## config.mk

```make
export PLATFORM = sky130hd
export DESIGN_NAME = div_arbiter_flat
export DESIGN_NICKNAME = d
export VERILOG_FILES = /design/src/rtl/div_arbiter_if.sv /design/src/rtl/div_arbiter.sv /design/src/flat_wrapper.sv
export SDC_FILE = /design/constraint.sdc
export NUM_CORES = 1
export LEC_CHECK = 0
export ABC_AREA = 1
export CORE_ASPECT_RATIO = 1.25
export CORE_MARGIN = 2
export CORE_UTILIZATION = 42
export DETAILED_ROUTE_END_ITERATION = 10
export PLACE_DENSITY = 0.84
export RECOVER_POWER = 50
export SYNTH_ARGS = -nofsm -noshare
export SYNTH_HDL_FRONTEND = slang
export SYNTH_SLANG_ARGS = --single-unit
```

## constraint.sdc

```tcl
create_clock -name clk_i -period 4.31 [get_ports clk_i]
set_input_delay 0.862 -clock clk_i [delete_from_list [all_inputs] [get_ports clk_i]]
set_output_delay 0.862 -clock clk_i [all_outputs]
set_load 0.1 [all_outputs]
```

## src/rtl/div_arbiter_if.sv

```systemverilog
// div_arbiter_if: bundles the two request channels, the tagged response channel
// and the divider control/result bus shared between div_arbiter and its users.
//   req0_* / req1_*     : valid/ready request channels (subtype, dividend, divisor)
//   resp_*              : valid/ready response channel tagged with requester id
//   div_*               : start/stall/flush control and operands to the divider,
//                         busy flag and result back from it
// Modports:
//   slave  : the arbiter side (consumes requests, produces responses, drives divider)
//   master : the environment side (issue pipes, consumer, divider)
interface div_arbiter_if #(
  parameter int unsigned WIDTH = 32
);
  logic             req0_valid;
  logic             req0_ready;
  logic [4:0]       req0_subtype;
  logic [WIDTH-1:0] req0_din1;
  logic [WIDTH-1:0] req0_din2;

  logic             req1_valid;
  logic             req1_ready;
  logic [4:0]       req1_subtype;
  logic [WIDTH-1:0] req1_din1;
  logic [WIDTH-1:0] req1_din2;

  logic             resp_valid;
  logic             resp_ready;
  logic             resp_id;
  logic [WIDTH-1:0] resp_dout;

  logic [3:0]       div_type;
  logic [4:0]       div_subtype;
  logic [WIDTH-1:0] div_din1;
  logic [WIDTH-1:0] div_din2;
  logic             div_stall;
  logic             div_flush;
  logic             div_busy;
  logic [WIDTH-1:0] div_dout;

  modport slave (
    input  req0_valid, req0_subtype, req0_din1, req0_din2,
    output req0_ready,
    input  req1_valid, req1_subtype, req1_din1, req1_din2,
    output req1_ready,
    output resp_valid, resp_id, resp_dout,
    input  resp_ready,
    output div_type, div_subtype, div_din1, div_din2, div_stall, div_flush,
    input  div_busy, div_dout
  );

  modport master (
    output req0_valid, req0_subtype, req0_din1, req0_din2,
    input  req0_ready,
    output req1_valid, req1_subtype, req1_din1, req1_din2,
    input  req1_ready,
    input  resp_valid, resp_id, resp_dout,
    output resp_ready,
    input  div_type, div_subtype, div_din1, div_din2, div_stall, div_flush,
    output div_busy, div_dout
  );
endinterface

```

## src/rtl/div_arbiter.sv

```systemverilog
// div_arbiter: shares one iterative divider between two issue pipes.
// Round-robin arbitration between req0 and req1, operand latching, sequencing
// of the divider start (ISSUE), stall (WAIT) and drain (first RESP cycle), and a
// single tagged valid/ready response channel. Divide-by-zero and
// |dividend| < |divisor| cases are answered locally without the divider.
// Ports:
//   clk_i   : clock
//   rstn_i  : synchronous active-low reset
//   flush_i : kills any in-flight operation; no result is delivered
//   bus     : div_arbiter_if.slave (requests, response, divider control)
// Subtypes: 0=DIVW, 1=MODW, 2=DIVWU, 3=MODWU; anything else behaves as DIVWU.
module div_arbiter #(
  parameter int unsigned WIDTH = 32,
  parameter logic [3:0]  TDIV  = 4'd2
) (
  input  logic         clk_i,
  input  logic         rstn_i,
  input  logic         flush_i,
  div_arbiter_if.slave bus
);

  typedef enum logic [1:0] {
    ST_IDLE  = 2'd0,
    ST_ISSUE = 2'd1,
    ST_WAIT  = 2'd2,
    ST_RESP  = 2'd3
  } state_t;

  state_t           state_q;
  logic             rr_q;
  logic             id_q;
  logic             resp_valid_q;
  logic             resp_id_q;
  logic [WIDTH-1:0] resp_dout_q;
  logic [3:0]       div_type_q;
  logic [4:0]       div_subtype_q;
  logic [WIDTH-1:0] div_din1_q;
  logic [WIDTH-1:0] div_din2_q;
  logic             div_stall_q;
  logic             div_flush_q;

  logic             grant_any_s;
  logic             grant_id_s;
  logic             accept_s;
  logic [4:0]       sel_sub_s;
  logic [WIDTH-1:0] sel_a_s;
  logic [WIDTH-1:0] sel_b_s;
  logic             sel_signed_s;
  logic             sel_mod_s;
  logic [WIDTH-1:0] mag_a_s;
  logic [WIDTH-1:0] mag_b_s;
  logic             bypass_s;
  logic [WIDTH-1:0] bypass_res_s;

  // Unknown subtypes collapse onto DIVWU so the divider only ever sees 0..3.
  function automatic logic [4:0] norm_subtype_f(input logic [4:0] sub);
    logic [4:0] res;
    case (sub)
      5'd0, 5'd1, 5'd2, 5'd3: res = sub;
      default:                res = 5'd2;
    endcase
    return res;
  endfunction

  // Two's-complement magnitude for signed operations, raw value otherwise.
  // The most negative value maps onto itself, which is its correct unsigned magnitude.
  function automatic logic [WIDTH-1:0] mag_f(input logic [WIDTH-1:0] val, input logic sgn);
    logic [WIDTH-1:0] res;
    if (sgn && val[WIDTH-1]) begin
      res = (~val) + {{(WIDTH-1){1'b0}}, 1'b1};
    end else begin
      res = val;
    end
    return res;
  endfunction

  // Arbitration: a sole valid requester wins; with both valid the rr pointer decides.
  always_comb begin
    grant_any_s = 1'b0;
    grant_id_s  = 1'b0;
    if (bus.req0_valid && bus.req1_valid) begin
      grant_any_s = 1'b1;
      grant_id_s  = rr_q;
    end else if (bus.req0_valid) begin
      grant_any_s = 1'b1;
      grant_id_s  = 1'b0;
    end else if (bus.req1_valid) begin
      grant_any_s = 1'b1;
      grant_id_s  = 1'b1;
    end else begin
      grant_any_s = 1'b0;
      grant_id_s  = 1'b0;
    end
  end

  // Operand selection and bypass decision. Evaluated on exactly the operands that
  // get latched on the accept edge, so a bypass result is registered in that same edge.
  always_comb begin
    sel_sub_s = 5'd0;
    sel_a_s   = '0;
    sel_b_s   = '0;
    if (grant_id_s) begin
      sel_sub_s = norm_subtype_f(bus.req1_subtype);
      sel_a_s   = bus.req1_din1;
      sel_b_s   = bus.req1_din2;
    end else begin
      sel_sub_s = norm_subtype_f(bus.req0_subtype);
      sel_a_s   = bus.req0_din1;
      sel_b_s   = bus.req0_din2;
    end
    sel_signed_s = (sel_sub_s == 5'd0) || (sel_sub_s == 5'd1);
    sel_mod_s    = (sel_sub_s == 5'd1) || (sel_sub_s == 5'd3);
    mag_a_s      = mag_f(sel_a_s, sel_signed_s);
    mag_b_s      = mag_f(sel_b_s, sel_signed_s);
    bypass_s     = (sel_b_s == '0) || (mag_a_s < mag_b_s);
    if (sel_mod_s) begin
      bypass_res_s = sel_a_s;
    end else begin
      bypass_res_s = '0;
    end
  end

  // Requests are only taken in IDLE, never while reset or flush is active.
  assign accept_s       = rstn_i && !flush_i && (state_q == ST_IDLE) && grant_any_s;
  assign bus.req0_ready = accept_s && !grant_id_s;
  assign bus.req1_ready = accept_s && grant_id_s;

  assign bus.resp_valid  = resp_valid_q;
  assign bus.resp_id     = resp_id_q;
  assign bus.resp_dout   = resp_dout_q;
  assign bus.div_type    = div_type_q;
  assign bus.div_subtype = div_subtype_q;
  assign bus.div_din1    = div_din1_q;
  assign bus.div_din2    = div_din2_q;
  assign bus.div_stall   = div_stall_q;
  assign bus.div_flush   = div_flush_q;

  // Control FSM, operand latches and every registered output.
  always_ff @(posedge clk_i) begin
    if (!rstn_i) begin
      state_q       <= ST_IDLE;
      rr_q          <= 1'b0;
      id_q          <= 1'b0;
      resp_valid_q  <= 1'b0;
      resp_id_q     <= 1'b0;
      resp_dout_q   <= '0;
      div_type_q    <= 4'd0;
      div_subtype_q <= 5'd0;
      div_din1_q    <= '0;
      div_din2_q    <= '0;
      div_stall_q   <= 1'b0;
      div_flush_q   <= 1'b0;
    end else if (flush_i) begin
      // Flush beats every transition, including a response handshake in progress.
      state_q      <= ST_IDLE;
      resp_valid_q <= 1'b0;
      div_type_q   <= 4'd0;
      div_stall_q  <= 1'b0;
      div_flush_q  <= (state_q == ST_ISSUE) || (state_q == ST_WAIT);
    end else begin
      div_flush_q <= 1'b0;
      case (state_q)
        ST_IDLE: begin
          if (accept_s) begin
            rr_q <= ~grant_id_s;
            id_q <= grant_id_s;
            if (bypass_s) begin
              resp_valid_q <= 1'b1;
              resp_id_q    <= grant_id_s;
              resp_dout_q  <= bypass_res_s;
              state_q      <= ST_RESP;
            end else begin
              div_type_q    <= TDIV;
              div_subtype_q <= sel_sub_s;
              div_din1_q    <= sel_a_s;
              div_din2_q    <= sel_b_s;
              div_stall_q   <= 1'b0;
              state_q       <= ST_ISSUE;
            end
          end else begin
            state_q <= ST_IDLE;
          end
        end
        ST_ISSUE: begin
          div_type_q  <= 4'd0;
          div_stall_q <= 1'b1;
          state_q     <= ST_WAIT;
        end
        ST_WAIT: begin
          if (!bus.div_busy) begin
            resp_dout_q  <= bus.div_dout;
            resp_id_q    <= id_q;
            resp_valid_q <= 1'b1;
            // Releasing stall in the first RESP cycle drains the divider to idle.
            div_stall_q  <= 1'b0;
            state_q      <= ST_RESP;
          end else begin
            div_stall_q <= 1'b1;
            state_q     <= ST_WAIT;
          end
        end
        ST_RESP: begin
          if (bus.resp_ready) begin
            resp_valid_q <= 1'b0;
            state_q      <= ST_IDLE;
          end else begin
            state_q <= ST_RESP;
          end
        end
        default: begin
          resp_valid_q <= 1'b0;
          div_type_q   <= 4'd0;
          div_stall_q  <= 1'b0;
          state_q      <= ST_IDLE;
        end
      endcase
    end
  end

endmodule

```

## src/flat_wrapper.sv

```systemverilog
// flat-port wrapper written by rule: the top's interface ports become plain ports
module div_arbiter_flat 
#(
  parameter int unsigned WIDTH = 32,
  parameter logic [3:0]  TDIV  = 4'd2
)
  (clk_i, rstn_i, flush_i, bus_req0_valid, bus_req0_subtype, bus_req0_din1, bus_req0_din2, bus_req0_ready, bus_req1_valid, bus_req1_subtype, bus_req1_din1, bus_req1_din2, bus_req1_ready, bus_resp_valid, bus_resp_id, bus_resp_dout, bus_resp_ready, bus_div_type, bus_div_subtype, bus_div_din1, bus_div_din2, bus_div_stall, bus_div_flush, bus_div_busy, bus_div_dout);
  div_arbiter_if #(.WIDTH(WIDTH)) bus_i ();
  input  logic clk_i;
  input  logic rstn_i;
  input  logic flush_i;
  input wire logic [$bits(bus_i.req0_valid)-1:0] bus_req0_valid;
  input wire logic [$bits(bus_i.req0_subtype)-1:0] bus_req0_subtype;
  input wire logic [$bits(bus_i.req0_din1)-1:0] bus_req0_din1;
  input wire logic [$bits(bus_i.req0_din2)-1:0] bus_req0_din2;
  output wire logic [$bits(bus_i.req0_ready)-1:0] bus_req0_ready;
  input wire logic [$bits(bus_i.req1_valid)-1:0] bus_req1_valid;
  input wire logic [$bits(bus_i.req1_subtype)-1:0] bus_req1_subtype;
  input wire logic [$bits(bus_i.req1_din1)-1:0] bus_req1_din1;
  input wire logic [$bits(bus_i.req1_din2)-1:0] bus_req1_din2;
  output wire logic [$bits(bus_i.req1_ready)-1:0] bus_req1_ready;
  output wire logic [$bits(bus_i.resp_valid)-1:0] bus_resp_valid;
  output wire logic [$bits(bus_i.resp_id)-1:0] bus_resp_id;
  output wire logic [$bits(bus_i.resp_dout)-1:0] bus_resp_dout;
  input wire logic [$bits(bus_i.resp_ready)-1:0] bus_resp_ready;
  output wire logic [$bits(bus_i.div_type)-1:0] bus_div_type;
  output wire logic [$bits(bus_i.div_subtype)-1:0] bus_div_subtype;
  output wire logic [$bits(bus_i.div_din1)-1:0] bus_div_din1;
  output wire logic [$bits(bus_i.div_din2)-1:0] bus_div_din2;
  output wire logic [$bits(bus_i.div_stall)-1:0] bus_div_stall;
  output wire logic [$bits(bus_i.div_flush)-1:0] bus_div_flush;
  input wire logic [$bits(bus_i.div_busy)-1:0] bus_div_busy;
  input wire logic [$bits(bus_i.div_dout)-1:0] bus_div_dout;
  assign bus_i.req0_valid = bus_req0_valid;
  assign bus_i.req0_subtype = bus_req0_subtype;
  assign bus_i.req0_din1 = bus_req0_din1;
  assign bus_i.req0_din2 = bus_req0_din2;
  assign bus_req0_ready = bus_i.req0_ready;
  assign bus_i.req1_valid = bus_req1_valid;
  assign bus_i.req1_subtype = bus_req1_subtype;
  assign bus_i.req1_din1 = bus_req1_din1;
  assign bus_i.req1_din2 = bus_req1_din2;
  assign bus_req1_ready = bus_i.req1_ready;
  assign bus_resp_valid = bus_i.resp_valid;
  assign bus_resp_id = bus_i.resp_id;
  assign bus_resp_dout = bus_i.resp_dout;
  assign bus_i.resp_ready = bus_resp_ready;
  assign bus_div_type = bus_i.div_type;
  assign bus_div_subtype = bus_i.div_subtype;
  assign bus_div_din1 = bus_i.div_din1;
  assign bus_div_din2 = bus_i.div_din2;
  assign bus_div_stall = bus_i.div_stall;
  assign bus_div_flush = bus_i.div_flush;
  assign bus_i.div_busy = bus_div_busy;
  assign bus_i.div_dout = bus_div_dout;
  div_arbiter #(.WIDTH(WIDTH), .TDIV(TDIV)) u_core (.clk_i(clk_i), .rstn_i(rstn_i), .flush_i(flush_i), .bus(bus_i));
endmodule
```

==> Word level (Yosys, flattened, before mapping) <==
Cells that the tools add are included.
{ "op_classes": {"order_cmp": 1, "n_reduce_logical": 33, "addsub": 2, "bitwise_logic": 6, "eq_ne": 16, "mux": 38} }
{ "op_table": {"columns": ["operator", "count"], "rows": [
  ["two-way mux 32 bit", 8],
  ["adder 32 x 1 -> 32 bit (second input constant)", 2],
  ["NOT 32 bit", 2],
  ["case mux 32 bit (2 select lines)", 1],
  ["logical NOT 32 bit", 1],
  ["less-than comparator 32 bit", 1],
  ["equality test 5 x 2 -> 1 bit (second input constant)", 5],
  ["two-way mux 1 bit", 16],
  ["equality test 5 x 1 -> 1 bit (second input constant)", 3],
  ["logical NOT 5 bit", 3],
  ["two-way mux 5 bit", 3],
  ["AND reduction 5 bit", 2],
  ["AND reduction 3 bit", 3],
  ["logical AND 1 bit", 8],
  ["two-way mux 4 bit", 2],
  ["case mux 2 bit (4 select lines)", 1],
  ["case mux 4 bit (2 select lines)", 1],
  ["OR reduction 4 bit", 2],
  ["two-way mux 2 bit", 3],
  ["inequality test 2 bit (second input constant)", 3],
  ["case mux 1 bit (3 select lines)", 2],
  ["nonzero test 3 bit", 2],
  ["equality test 2 bit (second input constant)", 2],
  ["logical OR 1 bit", 4],
  ["10 further kinds", 16]
]} }
{ "totals": {"ff_bits": 113, "wordCells": 108, "input_bits": 177, "out_inout_bits": 111} }

==> Logic depth before layout (Yosys ltp) <==
Gate-level depths: netlist of run 1.
{ "logic_depth": {"depth_word": 13, "depth_mapped": 35, "mapped_depth_nobuf": 29} }

==> Least setup slack after synthesis of run 1 <==
Ideal clock, no wire load.
{ "synth_path": {"path_kind": "input -> register", "start": "in bus_req0_valid", "end": "reg u_core.div_din2_q[2] (netlist: u_core.bus.div_din2[2])", "stages": 32, "n_path_buf": 7, "setup_time_ns": 0.071, "arrival_time_ns": 4.598, "path_slack_ns": -0.358, "required_time_ns": 4.239, "cell_sequence": "nand2_2 nand2_2 buf_6 buf_6 buf_6 buf_6 buf_8 nand2_1 o21ai_2 ha_1 nand3_2 nor2_4 nand3_2 nor4_4 nand2_2 o21ai_4 o21ai_1 nand2_1 nand2_1 ha_1 nand2_1 inv_1 nand3_1 nor3_1 and3_1 nand2_1 nand2_1 nand3_2 buf_6 buf_6 or2_2 a21oi_1"} }
{ "synth_via": {"elab_chain_cells": 11, "elab_cells_between_ends": 25, "cone_classes": "2 x add/sub; 1 x order compare; 1 x eq/ne; 9 x mux; 3 x bitwise; 9 x reduce/logical"} }
{ "synth_lines": {"columns": ["element", "line_no", "rtl"], "rows": [
  ["from (decl)", "flat_wrapper.sv:12", "input wire logic [$bits(bus_i.req0_valid)-1:0] bus_req0_valid;"],
  ["parallel branches: the longest is 11 deep, another holds adder 32 x 1 -> 32 bit", null, null],
  ["to (signal assigned)", "div_arbiter.sv:176", "div_din2_q <= sel_b_s;"],
  ["to (decl)", "div_arbiter.sv:38", "logic [WIDTH-1:0] div_din2_q;"]
]} }
Parallel ways; which one is timed is not known.
A chain may end at the register's enable or synchronous reset.

==> Final worst setup path of run 1 <==
{ "layout_path": {"start": "in bus_req0_valid", "end": "reg u_core.resp_id_q (netlist: u_core.bus.resp_id)"} }
{ "layout_via": {"elab_chain_cells": 11, "elab_cells_between_ends": 29, "cone_classes": "2 x add/sub; 1 x order compare; 3 x eq/ne; 12 x mux; 2 x bitwise; 9 x reduce/logical"} }
{ "layout_lines": {"columns": ["element", "line_no", "rtl"], "rows": [
  ["parallel branches: the longest is 11 deep, another holds adder 32 x 1 -> 32 bit", null, null],
  ["to (signal assigned)", "div_arbiter.sv:169", "resp_id_q <= grant_id_s;"],
  ["to (signal assigned)", "div_arbiter.sv:192", "resp_id_q <= id_q;"],
  ["to (decl)", "div_arbiter.sv:33", "logic resp_id_q;"]
]} }
Parallel ways; which one is timed is not known. The select of a mux whose other input is x is not followed.

==> impl_metrics.json, run 1 <==
{
  "grt_overflow": 0,
  "grt_pass1_vias": 10320,
  "tritoncts": "built",
  "avgRoutedWirePerCell_um": 18.21,
  "slowest_stage": "nor2_1",
  "slowest_delay_ns": 0.31,
  "ioPinCount": 288,
  "fin_util": 0.7769,
  "tightest_slew_ns": 1.136,
  "nets": 1999,
  "startpoint": "bus_req0_valid",
  "cpMostUsedCell": "nand2_1",
  "crit_type": "in -> reg",
  "setup_viol": 105,
  "layout_commonest_cell": "buf_4",
  "antenna_found_initial": 1,
  "grt.total_usage": 0.3254,
  "syn_area_per_cell_um2": 6.502,
  "routed_wl_um": 37420,
  "slew_headroom": 0.2401,
  "min_path_cells": 2,
  "grt_max_degree": 87,
  "cp_max_fo": 8,
  "numCtsBuffers": 9,
  "synth.distinct_cells": 47,
  "fin_setup_tns_ns": -26.49,
  "arrival_ns": 4.98,
  "fp.coreArea_mm2": 0.01940,
  "cts.sinks": 110,
  "power_density_mw_per_mm2": 280.0,
  "clockBufferDepth": 2,
  "route.detailed.drc": 0,
  "period_minus_slack_ns": 4.675,
  "dieArea_mm2": 0.02090,
  "drive_gt1_frac": 0.3331,
  "cts_root_buf": "clkbuf_16",
  "fmax_mhz": 213.9,
  "start_kind": "primary input",
  "grt_pass1_wl_um": 52920,
  "min_to": "u_core.bus.div_subtype[3]",
  "placed_cells": 1967,
  "violations": "setup timing",
  "dp_hpwl_um": 24150,
  "drv_slew": 0,
  "regToRegStartpoint": "u_core.rr_q",
  "hp-class": "reg -> reg",
  "design_power_total_mw": 4.219,
  "postRouteAntennaNets": 0,
  "clk_pin_slew_worst_paths_ns": 0.08,
  "synth_area_leader_cell": "dfxtp_1",
  "layout_common_cells": "buf_4, clkdlybuf4s50_1, inv_1",
  "ys.flop_type": "dfxtp_1",
  "synth.area.top_cells": "dfxtp_1, nand2_1, inv_1, a21oi_1, ha_1",
  "synth_cells": 1276,
  "hold_viol_final": 0,
  "yosysWarnings": 0,
  "yosysSeqAreaShare": 0.2654,
  "required_ns": 4.61,
  "portBuffers": 284,
  "fp.dieW_um": 129.7,
  "htree_levels": 3,
  "max_cap_violations": 0,
  "die_h_um": 161.1,
  "fin_crit_sh": 1.085,
  "rrSetupSlack_ns": -0.18,
  "post-place-ws_ns": -0.9928,
  "end_kind": "flop",
  "instances_no_fill": 2055,
  "worstReg2RegEnd": "u_core.bus.resp_id",
  "gp_congestion": 0.9778,
  "syn-cell-area_mm2": 0.008297,
  "clk_latency_ns": 0.36,
  "min_from": "u_core.bus.div_subtype[3]",
  "worstRegToRegCells": 32,
  "area_growth_pct": 81.65,
  "route.vias.total": 10710,
  "rsz0062_at_grt": "yes",
  "synth_top_area_frac": 0.2654,
  "drt_iter0_drc": 684,
  "vias_per_cell": 5.212,
  "status": "complete, but fails checks",
  "rows": 57,
  "setup_ws_ns": -0.3650,
  "synthArstFlopShare": 0,
  "cellLeakagePower_nw": 6.717,
  "drt_first_pass_iters": 5,
  "skew_ns": 0.01234,
  "ir_drop_uv": 214.4,
  "initial_core_util": 0.4277,
  "synth_edf_count": 0,
  "synth-seq-cells": 110
}
-- worst max path at each step --
stage,endpoint,slack (ns),cells after the start
floorplan,u_core.bus.div_din1[12],-0.24,32
finish,u_core.bus.resp_id,-0.36,32
detailed placement,u_core.bus.div_din1[6],-0.99,30
global placement,u_core.bus.div_din1[6],-0.89,30
CTS,u_core.bus.resp_dout[16],-0.07,35
global route,u_core.bus.resp_id,-0.55,32
-- power breakdown --
group          total [mW]  internal, mW  switching (mW)  leakage (nW)
Sequential           1.13          1.09          0.0396         0.894
Combinational        2.23         0.870            1.36          5.67
Clock               0.866         0.426           0.440         0.149
Total                4.22          2.38            1.84          6.72
-- Yosys cell counts, drive strengths merged, types with 6 or more instances --
library cell	n
nor2	107
clkbuf	26
nand3	23
nand4	39
o21ai	130
ha	38
buf	45
or2	42
dfxtp	110
xor2	53
a21oi	115
nand2	243
mux2i	6
inv	230
nor3	42
-- per-stage QoR --
step	hold slack [ns]	cell area, um2
5_1_grt	0.4674	15070
2_1_floorplan	0.4777	8523
4_1_cts	0.4491	14320
3_5_place_dp	0.4375	12970
6_report	0.4462	15070
3_3_place_gp	0.4318	12970
-- critical path, delay by kind of cell --
| kind | cells | cell delay, ns |
|---|---|---|
| AND/OR/NAND/NOR | 18 | 1.99 |
| buffers and inverters | 9 | 1.14 |
| AO/OA/AOI/OAI | 3 | 0.41 |
| XOR/XNOR | 1 | 0.28 |
| adder cells (fa/ha/maj) | 1 | 0.25 |
-- kinds of logic (layout without fill, tap and decap cells) --
group,count (synthesis),in the layout,synth area share
other,1,4,0.0004520
AOI/OAI and AO/OA,262,262,0.1743
xor gates and xnor gates,55,55,0.05806
adders and majority gates,38,38,0.05731
muxes,6,6,0.01161
and+or+nand+nor,503,503,0.2767
DFF,110,110,0.2654
buffers and inverters,301,812,0.1561
-- repair_timing --
| item | in CTS | in global routing |
|---|---|---|
| resized for setup | 110 | 165 |
| hold buffers | 0 | 0 |
| pin swaps | 55 | 74 |
| gates cloned | 15 | 3 |
| buffers inserted | 37 | 22 |
| endpoints found under the setup margin | 106 | 106 |
-- sequential cells by signal, summed over array words and instances (netlist names) --
name / flops
u_core.bus.resp_dout: 32
u_core.state_q: 2
u_core.bus.div_subtype: 5
u_core.bus.div_stall: 1
u_core.bus.div_type: 1
u_core.bus.resp_id: 1
u_core.bus.div_din1: 32
u_core.id_q: 1
u_core.rr_q: 1
u_core.bus.div_din2: 32
u_core.bus.div_flush: 1
u_core.bus.resp_valid: 1
-- layout make-up --
cell class              count  area, um2
flip-flops and latches    110       2202
fillers                  1330       4328
clock inverters             6      60.06
inverters                 230      868.3
multi-input cells         867       5776
diodes                      1      2.502
well taps                 265      331.6
clock buffers              10      239.0
repair buffers            566       5592
-- metal layers --
| metal | global-route usage | wire, um | vias up |
|---|---|---|---|
| li1 | - | - | 5058 |
| met1 | 0.3584 | 13490 | 4915 |
| met2 | 0.5766 | 18490 | 599 |
| met3 | 0.05995 | 3109 | 139 |
| met4 | 0.1877 | 2329 | 0 |
| met5 | 0 | 0 | - |
(Power assumes the default switching activity.)
==> run 2: changes to the inputs <==
--- a/config.mk
+++ b/config.mk
@@ -6,10 +6,12 @@
 export NUM_CORES = 1
 export LEC_CHECK = 0
 export ABC_AREA = 1
+export CAP_MARGIN = 20
 export CORE_ASPECT_RATIO = 1.25
 export CORE_MARGIN = 2
 export CORE_UTILIZATION = 42
 export DETAILED_ROUTE_END_ITERATION = 10
+export MAX_ROUTING_LAYER = met4
 export PLACE_DENSITY = 0.84
 export RECOVER_POWER = 50
 export SYNTH_ARGS = -nofsm -noshare
==> run 2 against run 1 <==
Effect of this change: the run still ends with setup timing left; routed wire length fell by 3.6%; total power fell by 0.28%; critical path depth fell by 1; final cell count fell by 0.92%; sequential power barely moved; sequential share of layout area rose by 0.30 points; cell area fell by 2.0%; die area did not move; worst setup slack improved by 0.12 ns; clock skew fell by 0.00081 ns; critical path type unchanged.
==> impl_metrics.json, run 2 (synthesized netlist as in run 1, its figures left out) <==
{
  "status": "complete, but fails checks",
  "violations": "setup timing",
  "ir_drop_uv": 188.9,
  "switching_power_mw": 1.813,
  "die_h_um": 161.1,
  "dp_hpwl_um": 24120,
  "fin_area_mm2": 0.01477,
  "p_int_mw": 2.394,
  "grt_pass1_wl_um": 50850,
  "initial_core_util": 0.4277,
  "drv_slew": 0,
  "drive_gt1_frac": 0.2987,
  "fmax_mhz": 219.4,
  "cpLargestDelayFamily": "simple AND/OR/NAND/NOR gates",
  "required_ns": 4.60,
  "p_clk_frac": 0.204,
  "p_seq_frac": 0.268,
  "skew_ns": 0.01152,
  "fin_crit_sh": 1.057,
  "ioPinCount": 288,
  "max_cap_violations": 0,
  "period_minus_slack_ns": 4.557,
  "avgRoutedWirePerCell_um": 17.72,
  "crit_type": "in -> reg",
  "tightest_slew_ns": 1.128,
  "cts_root_buf": "clkbuf_16",
  "post-place-ws_ns": -1.085,
  "hold_buffers": 0,
  "postRouteAntennaNets": 0,
  "end_kind": "flop",
  "rows": 57,
  "clockBufferDepth": 2,
  "portBuffers": 284,
  "drt_first_pass_iters": 6,
  "route.vias.total": 10390,
  "hp-class": "reg -> reg",
  "rrSetupSlack_ns": -0.06,
  "clk_latency_ns": 0.36,
  "power_density_mw_per_mm2": 284.9,
  "grt_pass1_vias": 10140,
  "vias_per_cell": 5.105,
  "gp_congestion": 0.9887,
  "rsz0062_at_grt": "yes",
  "hold_viol_final": 0,
  "start_kind": "primary input",
  "arrival_ns": 4.84,
  "route.detailed.drc": 0,
  "setup_ws_ns": -0.2469,
  "fp.dieW_um": 129.7,
  "dieArea_mm2": 0.02090,
  "slowest_stage": "ha_4",
  "clk_pin_slew_worst_paths_ns": 0.08,
  "drt_iter0_drc": 704,
  "antenna_cells_inserted": 0,
  "numCtsBuffers": 9,
  "tritoncts": "built",
  "layout_commonest_cell": "clkdlybuf4s50_1",
  "nets": 1981,
  "grt.total_usage": 0.3211,
  "fin_setup_tns_ns": -11.80,
  "layout_common_cells": "clkdlybuf4s50_1, inv_1, nand2_1, buf_4, dfxtp_1",
  "antenna_found_initial": 0,
  "routed_wl_um": 36070,
  "grt_overflow": 0,
  "setup_viol": 100,
  "swShare": 0.4310,
  "area_growth_pct": 78.00,
  "fp.coreArea_mm2": 0.01940,
  "cp_max_fo": 6,
  "cts.sinks": 110,
  "cellLeakagePower_nw": 6.618,
  "design_power_total_mw": 4.208,
  "holdWs_ns": 0.4487,
  "p_comb_frac": 0.527,
  "htree_levels": 3,
  "place_area_mm2": 0.01304,
  "slowest_delay_ns": 0.28,
  "grt_max_degree": 87,
  "slew_headroom": 0.2456,
  "path_buf_inv": 7
}
==> run 2: final timing paths <==
path / startpoint / to / depth (start not counted)
max: bus_req0_valid / u_core.bus.resp_dout[18] / 31
min: u_core.bus.div_din2[4] / u_core.bus.div_din2[4] / 2
max reg2reg: u_core.rr_q / u_core.bus.resp_dout[18] / 32
min reg2reg: u_core.bus.div_din2[4] / u_core.bus.div_din2[4] / 2
==> run 2: worst reg2reg max path, delay by kind of cell, from the launching register on <==
kind	cells	cell delay, ns
AOI/OAI and AO/OA	2	0.27
xor gates and xnor gates	1	0.27
DFF	1	0.31
and+or+nand+nor	20	2.23
buffers and inverters	7	0.89
adders and majority gates	2	0.36
==> run 2: area by class of cell <==
cell class              count  area (um2)
multi-input cells         867        5579
inverters                 230       865.8
well taps                 265       331.6
clock inverters             6       52.55
fillers                  1366        4631
clock buffers              10       239.0
repair buffers            548        5498
flip-flops and latches    110        2202
==> run 2: power groups by stage <==
stage          Clock, mW  Combinational (mW)  Sequential [mW]
2_1_floorplan          0               0.654             1.64
3_3_place_gp           0                1.83             1.15
3_5_place_dp           0                1.85             1.15
4_1_cts            0.859                2.05             1.13
5_1_grt            0.896                2.33             1.14
6_report           0.860                2.22             1.13
==> run 2: per-layer routing <==
metal / track usage / vias up / share of wire
met5: - / - / 0
met4: 0.1711 / 0 / 0.063
met3: 0.05200 / 139 / 0.068
met2: 0.5550 / 484 / 0.50
met1: 0.3491 / 4733 / 0.37
li1: - / 5037 / -
==> run 2: timing repair <==
| item | in CTS | in global routing |
|---|---|---|
| buffers inserted | 25 | 12 |
| cloned | 12 | 7 |
| setup endpoints to repair | 106 | 106 |
| pin swaps | 27 | 65 |
| resized for setup | 68 | 150 |
==> run 2: stage by stage <==
step | utilization | instances
floorplan | - | 1278
global placement | 0.6722 | 1968
detailed placement | 0.6722 | 1968
CTS | 0.7268 | 2019
global route | 0.7613 | 2036
finish | 0.7613 | 2036
==> run 3: changes to the inputs <==
--- a/config.mk
+++ b/config.mk
@@ -10,6 +10,7 @@
 export CORE_ASPECT_RATIO = 1.25
 export CORE_MARGIN = 2
 export CORE_UTILIZATION = 42
+export CTS_CLUSTER_DIAMETER = 200
 export DETAILED_ROUTE_END_ITERATION = 10
 export MAX_ROUTING_LAYER = met4
 export PLACE_DENSITY = 0.84
@@ -17,3 +18,4 @@
 export SYNTH_ARGS = -nofsm -noshare
 export SYNTH_HDL_FRONTEND = slang
 export SYNTH_SLANG_ARGS = --single-unit
+export TNS_END_PERCENT = 5
==> run 3 against run 2 <==
Effect of this change: combinational power down 5%; global-route usage up 1.6 points; critical path depth fell by 4; highest routed layer unchanged; first-iteration DRC count increased by 4.4%; the flow still finishes with violations (setup timing); largest power group unchanged.
==> impl_metrics.json, run 3 (synthesized netlist as in run 1, its figures left out) <==
{
  "status": "complete, but fails checks",
  "violations": "setup timing",
  "p_comb_frac": 0.495,
  "clk_latency_ns": 0.37,
  "setup_ws_ns": -0.2282,
  "regToRegStartpoint": "u_core.rr_q",
  "grt_overflow": 0,
  "endpoint": "u_core.bus.div_din1[2]",
  "grt_max_degree": 61,
  "vias_per_cell": 5.240,
  "cp_max_fo": 6,
  "tritoncts": "built",
  "drt_first_pass_iters": 5,
  "holdWs_ns": 0.4413,
  "drt_iter0_drc": 735,
  "grt_use_met2": 0.5897,
  "layout_common_cells": "clkdlybuf4s50_1, inv_1, nand2_1",
  "fp.dieW_um": 129.7,
  "period_minus_slack_ns": 4.538,
  "route.vias.total": 10600,
  "numCtsBuffers": 9,
  "hold_buffers": 0,
  "met1_usage": 0.3556,
  "routed_wl_um": 37050,
  "p_clk_frac": 0.240,
  "placed_cells": 1953,
  "swShare": 0.4189,
  "fp.coreArea_mm2": 0.01940,
  "start_kind": "primary input",
  "crit_type": "in -> reg",
  "avgRoutedWirePerCell_um": 18.33,
  "drive_gt1_frac": 0.2732,
  "arrival_ns": 4.83,
  "ioPinCount": 288,
  "n_fill_cell": 1372,
  "worstRegToRegCells": 30,
  "grt.total_usage": 0.3372,
  "nets": 1967,
  "cellLeakagePower_nw": 6.523,
  "place_area_mm2": 0.01272,
  "switching_power_mw": 1.783,
  "max_cap_violations": 0,
  "fin_crit_sh": 1.053,
  "rows": 57,
  "grt-busiest-layer": "met2",
  "tightest_slew_ns": 1.111,
  "clockBufferDepth": 2,
  "htree_levels": 3,
  "antenna_cells_inserted": 0,
  "fmax_mhz": 220.4,
  "initial_core_util": 0.4277,
  "grt_pass1_wl_um": 53320,
  "required_ns": 4.60,
  "gp_congestion": 0.9765,
  "slew_headroom": 0.2568,
  "grtUsageMet3": 0.04902,
  "startpoint": "bus_req0_din2[1]",
  "ir_drop_uv": 204.0,
  "portBuffers": 284,
  "layout_commonest_cell": "clkdlybuf4s50_1",
  "die_h_um": 161.1,
  "cts_root_buf": "clkbuf_16",
  "drv_slew": 0,
  "skew_ns": 0.008654,
  "dp_hpwl_um": 24650,
  "postRouteAntennaNets": 0,
  "hp-class": "reg -> reg",
  "p_seq_frac": 0.265,
  "setup_viol": 105,
  "grt_pass1_vias": 10430,
  "dieArea_mm2": 0.02090,
  "end_kind": "flop",
  "clk_pin_slew_worst_paths_ns": 0.08,
  "instances_no_fill": 2022,
  "hold_viol_final": 0,
  "rrSetupSlack_ns": -0.08,
  "route.detailed.drc": 0,
  "power_density_mw_per_mm2": 293.6,
  "p_int_mw": 2.474,
  "area_growth_pct": 74.80,
  "seq_area_mm2": 0.002202,
  "worstReg2RegEnd": "u_core.bus.div_din1[2]",
  "antenna_found_initial": 0,
  "cts.sinks": 110,
  "fin_area_mm2": 0.01450,
  "rsz0062_at_grt": "yes",
  "multi_input_area_mm2": 0.005493
}
## run 3: cell count changes in the layout (fill, tap and decap cells not counted), sizes merged
cell / before / now
clkbuf: 16 / 12
bufinv: 0 / 3
clkinvlp: 2 / 1
buf: 263 / 252
dlymetal6s2s: 0 / 1
bufbuf: 0 / 1
dlygate4sd2: 1 / 0
inv: 233 / 231
## run 3: routing by layer
metal | vias to the layer above | wire length [um]
li1 | 4989 | -
met1 | 4910 | 13320
met2 | 518 | 18590
met3 | 179 | 2528
met4 | 0 | 2613
met5 | - | 0
## run 3: worst min-delay path by stage
stage                     slack (ns)  depth (start not counted)                      end                    start
after CTS                       0.45                          2   u_core.bus.div_din1[3]   u_core.bus.div_din1[3]
after detailed placement        0.44                          2   u_core.bus.div_din1[3]   u_core.bus.div_din1[3]
after global routing            0.47                          2  u_core.bus.div_din2[25]  u_core.bus.div_din2[25]
after floorplan                 0.47                          2              u_core.rr_q              u_core.rr_q
final                           0.44                          2   u_core.bus.div_din1[3]   u_core.bus.div_din1[3]
after global placement          0.43                          2   u_core.bus.div_din2[9]   u_core.bus.div_din2[9]
## run 3: critical path, stage by stage
cell and delay [ns]:
clkdlybuf4s50_1 0.42, inv_1 0.08, nand2_1 0.11, o21ai_4 0.11, ha_2 0.21, nand2_1 0.09
nor2_4 0.15, nand3_2 0.15, nor2_4 0.14, nand3_2 0.11, nor2_4 0.16, nand2_2 0.09
o21ai_2 0.19, xor2_2 0.10, ha_4 0.29, nand2_4 0.05, inv_2 0.05, nand3_2 0.07
nor3_2 0.19, and3_1 0.18, nand2_1 0.06, nand2_2 0.12, nand3_4 0.12, buf_12 0.17
buf_4 0.14, or2_2 0.26, a21oi_1 0.15
## run 3: stage by stage
| stage | utilization | power, mW | setup TNS, ns | worst slack (ns) |
|---|---|---|---|---|
| finish | 0.7476 | 4.257 | -12.04 | -0.2282 |
| global route | 0.7476 | 4.407 | -28.01 | -0.3863 |
| CTS | 0.7163 | 4.113 | -3.883 | -0.1042 |
| detailed placement | 0.6556 | 2.968 | -111.38 | -1.126 |
| global placement | 0.6556 | 2.944 | -108.76 | -1.093 |
| floorplan | - | 2.272 | -16.83 | -0.2458 |
## run 3: final cells by class
class                      count  share of cell area
tap                          265             0.02286
multi-input combinational    867              0.3787
timing repair buffer         534              0.3627
clock buffer                  10             0.01579
sequential                   110              0.1518
inverter                     230             0.05996
clock inverter                 6            0.008110
## run 3: power groups by stage
stage	logic [mW]	registers [mW]	clock network [mW]
floorplan	0.627	1.64	0
global placement	1.79	1.15	0
detailed placement	1.82	1.15	0
CTS	1.97	1.13	1.02
global route	2.22	1.14	1.05
finish	2.11	1.13	1.02
## run 3: timing repair
action,4_1_cts,5_1_grt
gates resized for setup,82,142
pin swaps,35,56
setup endpoints to repair,106,106
cloned,10,2
setup buffers,30,11
